### src/rtl/dest_wb_pipe.sv
// -----------------------------------------------------------------------------
// dest_wb_pipe
//
// Carries each issued instruction's destination controls through the EX, MEM
// and WB stage registers. It drives the register-file write port from WB and
// the data-memory store strobe from MEM. It also raises a RAW-hazard stall
// when a decoded source register matches a destination that is still in
// flight.
//
// Parameters
//   WB_BYPASS  1: the regfile writes through, so a WB-stage match never stalls
//              0: a match against WB also stalls
//   CNT_W      width of the saturating stall-cycle counter
//
// Ports
//   clk, rst          rising-edge clock; asynchronous active-high reset
//   id_valid          decode holds a real instruction
//   id_w1_reg         destination register from decode
//   id_reg_en         instruction writes the register file
//   id_mem_en         instruction writes data memory (store)
//   id_src_a/_used    source register A and whether it is read
//   id_src_b/_used    source register B and whether it is read
//   flush             kill the instruction entering EX this cycle
//   mem_ready         data memory done; low freezes EX/MEM/WB
//   stall             hold PC and decode this cycle (combinational)
//   mem_wr_en         store strobe for the instruction in MEM
//   rf_wr_en          regfile write enable for the instruction in WB
//   rf_wr_reg         regfile write address
//   stall_cnt         saturating count of cycles with stall=1
// -----------------------------------------------------------------------------
module dest_wb_pipe #(
    parameter bit WB_BYPASS = 1'b1,
    parameter int CNT_W     = 16
) (
    input  logic             clk,
    input  logic             rst,
    input  logic             id_valid,
    input  logic [2:0]       id_w1_reg,
    input  logic             id_reg_en,
    input  logic             id_mem_en,
    input  logic [2:0]       id_src_a,
    input  logic             id_src_a_used,
    input  logic [2:0]       id_src_b,
    input  logic             id_src_b_used,
    input  logic             flush,
    input  logic             mem_ready,
    output logic             stall,
    output logic             mem_wr_en,
    output logic             rf_wr_en,
    output logic [2:0]       rf_wr_reg,
    output logic [CNT_W-1:0] stall_cnt
);

    typedef struct packed {
        logic       v;
        logic       reg_en;
        logic       mem_en;
        logic [2:0] w1_reg;
    } stage_t;

    // The store strobe is consumed in MEM, so WB only needs the register
    // write half of the destination controls.
    typedef struct packed {
        logic       v;
        logic       reg_en;
        logic [2:0] w1_reg;
    } wb_stage_t;

    localparam bit WB_CHK = (WB_BYPASS == 1'b0);

    stage_t           ex_q, ex_d;
    stage_t           mem_q, mem_d;
    wb_stage_t        wb_q, wb_d;
    logic [CNT_W-1:0] stall_cnt_q, stall_cnt_d;

    logic             pend_a;
    logic             pend_b;
    logic             haz;
    logic             stall_c;

    // A destination is pending against r when the stage holds a live
    // register-writing instruction targeting r. R0 is hardwired, never a hazard.
    function automatic logic pend(input logic v, input logic reg_en,
                                  input logic [2:0] w1_reg, input logic [2:0] r);
        return v & reg_en & (w1_reg == r) & (r != 3'd0);
    endfunction

    function automatic logic [CNT_W-1:0] sat_inc(input logic [CNT_W-1:0] c);
        return (&c) ? c : c + {{(CNT_W-1){1'b0}}, 1'b1};
    endfunction

    always_comb begin
        pend_a = pend(ex_q.v, ex_q.reg_en, ex_q.w1_reg, id_src_a)
               | pend(mem_q.v, mem_q.reg_en, mem_q.w1_reg, id_src_a)
               | (WB_CHK & pend(wb_q.v, wb_q.reg_en, wb_q.w1_reg, id_src_a));
        pend_b = pend(ex_q.v, ex_q.reg_en, ex_q.w1_reg, id_src_b)
               | pend(mem_q.v, mem_q.reg_en, mem_q.w1_reg, id_src_b)
               | (WB_CHK & pend(wb_q.v, wb_q.reg_en, wb_q.w1_reg, id_src_b));
        haz     = id_valid & ((id_src_a_used & pend_a) | (id_src_b_used & pend_b));
        stall_c = haz | ~mem_ready;

        // Defaults hold every stage; this is the freeze behaviour, during
        // which flush is deliberately ignored.
        ex_d  = ex_q;
        mem_d = mem_q;
        wb_d  = wb_q;

        if (mem_ready) begin
            wb_d.v      = mem_q.v;
            wb_d.reg_en = mem_q.reg_en;
            wb_d.w1_reg = mem_q.w1_reg;
            mem_d       = ex_q;
            // flush outranks a hazard-free issue; a hazard also inserts a bubble.
            if (id_valid & ~haz & ~flush) begin
                ex_d.v      = 1'b1;
                ex_d.reg_en = id_reg_en;
                ex_d.mem_en = id_mem_en;
                ex_d.w1_reg = id_w1_reg;
            end else begin
                ex_d = '0;
            end
        end

        stall_cnt_d = stall_c ? sat_inc(stall_cnt_q) : stall_cnt_q;
    end

    always_ff @(posedge clk or posedge rst) begin
        if (rst) begin
            ex_q        <= '0;
            mem_q       <= '0;
            wb_q        <= '0;
            stall_cnt_q <= '0;
        end else begin
            ex_q        <= ex_d;
            mem_q       <= mem_d;
            wb_q        <= wb_d;
            stall_cnt_q <= stall_cnt_d;
        end
    end

    // Strobes are gated by mem_ready so a frozen store or write fires exactly
    // once, in the cycle the pipeline is released.
    assign stall     = stall_c;
    assign mem_wr_en = mem_q.v & mem_q.mem_en & mem_ready;
    assign rf_wr_en  = wb_q.v & wb_q.reg_en & mem_ready;
    assign rf_wr_reg = wb_q.w1_reg;
    assign stall_cnt = stall_cnt_q;

endmodule

### config.mk
export PLATFORM = sky130hd
export DESIGN_NAME = dest_wb_pipe
export DESIGN_NICKNAME = d
export VERILOG_FILES = /design/src/rtl/dest_wb_pipe.sv
export SDC_FILE = /design/constraint.sdc
export NUM_CORES = 1
export LEC_CHECK = 0
export CORE_MARGIN = 2
export CORE_UTILIZATION = 45
export DETAILED_ROUTE_END_ITERATION = 7
export GPL_TIMING_DRIVEN = 0
export PLACE_DENSITY = 0.74
export SYNTH_ARGS = -nofsm -noshare
export SYNTH_HDL_FRONTEND = slang
export SYNTH_SLANG_ARGS = --single-unit
### constraint.sdc
create_clock -name clk -period 2.93 [get_ports clk]
set_clock_uncertainty 0.05 [all_clocks]
set_input_delay 0.586 -clock clk [delete_from_list [all_inputs] [get_ports clk]]
set_output_delay 0.586 -clock clk [all_outputs]
set_load 0.05 [all_outputs]
==> summary.md <==
| Metric | Value |
|---|---|
| CTS tree | `built` |
| Worst-margin pin slew | `0.599 ns` |
| Mapped Area | `1660 um^2` |
| Layout cell share with drive strength beyond 1 | `22.5%` |
| Fin worst setup slack | `0.116 ns` |
| Die width | `64.7 um` |
| DIE HEIGHT | `64.7 um` |
| Core Box Area | `3610 um^2` |
| # DRC | `0` |
| CTS root buf | `clkbuf_8` |
| Register area share after synthesis | `49.9%` |
| Main synth FF type | `dfrtp_1` |
| Met1 track demand over resource | `20.2%` |
| H-tree levels | `2` |
| Tmin final | `2.81 ns` |
| Max Cap Viol | `0` |
| Synth top area share | `49.9%` |
| Critical Path Start Type | `primary input` |
| Most frequent cell after synthesis | `dfrtp_1` |
| Synthesized area per cell | `12.0 um^2` |
| Final global-route overflow total | `0` |
| Crit share post-route | `96.0%` |
| Status | `finished clean` |
| Wire per inst | `14.5 um` |
| Initial antenna violation count | `0` |
| Clock Tree Buf Depth | `2` |
| Crit-path slowest cell | `clkdlybuf4s50_1` |
| FFs w/ async S/R, synth | `100%` |
| Met3 global-route usage | `5.03%` |
| Wirelength, routed | `3.42 mm` |
| Syn_nets | `157` |
| 1st-iter DRT viols | `60` |
| Total Nets Final | `205` |
| Port Buffers | `38` |
| Top cell type by total area after synthesis | `dfrtp_1` |
| Critical Path Sink Type | `primary output` |
| Die ar. | `4180 um^2` |
| Routability-driven placement congestion ratio | `0.845` |
| CTS clock-pin slew for the worst setup and hold paths | `0.06 ns` |
| Largest register FFs | `16` |
| Vias per std cell | `5.24` |
| GR peak layer | `met2` |
| Power Dens Cells | `716 nW/um^2` |
| RSZ-0062 raised after global routing | `false` |
| Ys Warns | `0` |
| Yosys reg bits | `33` |
| CP max stage delay | `0.81 ns` |
| Final Power | `1.63 mW` |
| Overall routing resource usage | `18.7%` |
| Via Count | `1231` |
| Maximum clock rate | `355 MHz` |
| Finished Cell Area | `2280 um^2` |
| Max rail drop VDD | `0.330 mV` |
| Mapped Cells | `138` |
| WP data arrival | `2.18 ns` |
| Top cells by area, synth | `dfrtp_1, xor2_1, mux2_2, nor4b_2, a22o_1` |
| Detailed-router iteration count before antenna repair | `4` |
| Final Util | `63.2%` |
| Vias in the first global route | `1311` |
| Crit Path Category | `primary input to primary output` |
| Post-DRT Antenna Nets | `0` |
| Final setup fails | `0` |
| Number of distinct library cells after synthesis | `35` |
| Initial Util | `45.9%` |
| Non-filler cells, final | `235` |
| Worst Path Buf+Inv | `3` |
| Post-synth EDFFs | `0` |
| Post-Place Worst Slack | `-0.860 ns` |
| Setup_tns | `0 ns` |
| Worst-path cell chain | `clkbuf_1 -> clkbuf_2 -> and3_1 -> clkdlybuf4s50_1` |
| Top cells by count, synth | `dfrtp_1, xor2_1, mux2_2` |
| Largest net degree at the start of global routing | `34` |
| Fin Hold WS | `0.435 ns` |
| Dpl cell area | `2100 um^2` |
| CTS Hold Buffers Added | `0` |
| GR Util met2 | `34.8%` |
| Fillers | `311` |
| CP required | `2.29 ns` |
| Min-Delay Startpoint | `stall_cnt[6]` |
| Cell family with most CP delay | `buffers and inverters` |
| # diodes | `0` |
| Leak | `1.04 nW` |
| Final hold vios | `0` |
| Io pins | `40` |
| Slew Viols, Final | `0` |
| Placed insts | `224` |
| First-pass GRT wire length | `5.84 mm` |
| Worst-path fanout max | `10` |
| Clk_lat worst skew | `0.28 ns` |
| # clock sinks | `33` |
| Area grow syn2layout | `37.7%` |
| Worst hold-check path type | `flip-flop to flip-flop` |
| Worst r2r src | `mem_q[2]` |
| Crit path launch | `mem_ready` |
| TritonCTS buffer count | `5` |
| Slew margin rel. | `59.7%` |
| Std cell rows | `22` |
| Final HPWL DP | `2.45 mm` |
## power by group
part | switching, mW | internal, mW | total, mW | leakage, nW
registers | 0.0863 | 0.534 | 0.621 | 0.431
logic | 0.360 | 0.217 | 0.577 | 0.554
clock network | 0.158 | 0.277 | 0.435 | 0.0585
## layer usage
layer,part of all wire (%),up-vias
met1,40,591
met3,5.1,6
met5,0,-
met2,53,43
met4,1.2,0
li1,-,591
## worst paths after layout
check / end / slack [ns] / depth (start not counted)
worst max register to register: stall_cnt[1] / 0.78 / 7
min in group asynchronous: stall_cnt[0] / 0.47 / 2
worst min-delay path: stall_cnt[6] / 0.43 / 1
worst max-delay path: rf_wr_en / 0.12 / 4
max in group asynchronous: ex_q[2] / 1.96 / 3
worst min register to register: stall_cnt[6] / 0.43 / 1
## cells by family (layout without fill, tap and decap cells)
group                      after synthesis  after routing  share of synthesized area, %
and+or+nand+nor                         42             42                          17.6
DFF                                     33             33                          49.9
xor gates and xnor gates                24             24                          12.7
AOI/OAI and AO/OA                       15             15                          6.80
muxes                                   13             13                          8.84
buffers and inverters                   10             59                          3.40
adders and majority gates                1              1                         0.756
## cell usage in the layout (no fill, tap or decap), drive strengths merged, types with 3 or more instances in the layout
| master | count |
|---|---|
| nor4b | 3 |
| nor4 | 7 |
| dfrtp | 33 |
| dlymetal6s2s | 3 |
| mux2 | 13 |
| nand3 | 4 |
| nand2 | 9 |
| a22o | 5 |
| nor2 | 4 |
| xnor2 | 3 |
| a21oi | 3 |
| nor3 | 5 |
| clkdlybuf4s50 | 31 |
| xor2 | 21 |
| nand4 | 3 |
| dlygate4sd2 | 3 |
| buf | 8 |
| clkbuf | 9 |
## final cells by class
type | instances | area (um^2) | area share (%)
Tap cell | 48 | 60.1 | 2.63
Buffer | 6 | 42.5 | 1.87
Clock buffer | 7 | 86.3 | 3.79
Clock inverter | 1 | 30.0 | 1.32
Sequential cell | 33 | 826 | 36.2
Inverter | 4 | 18.8 | 0.823
Multi-Input combinational cell | 95 | 792 | 34.7
Timing Repair Buffer | 41 | 424 | 18.6
## timing repair
item	in CTS	in global routing
endpoints found under the setup margin	3	1
buffers inserted	1	1
resized for setup	14	5
pin swaps	3	2
Note: power is estimated with default switching activity, not from simulation.
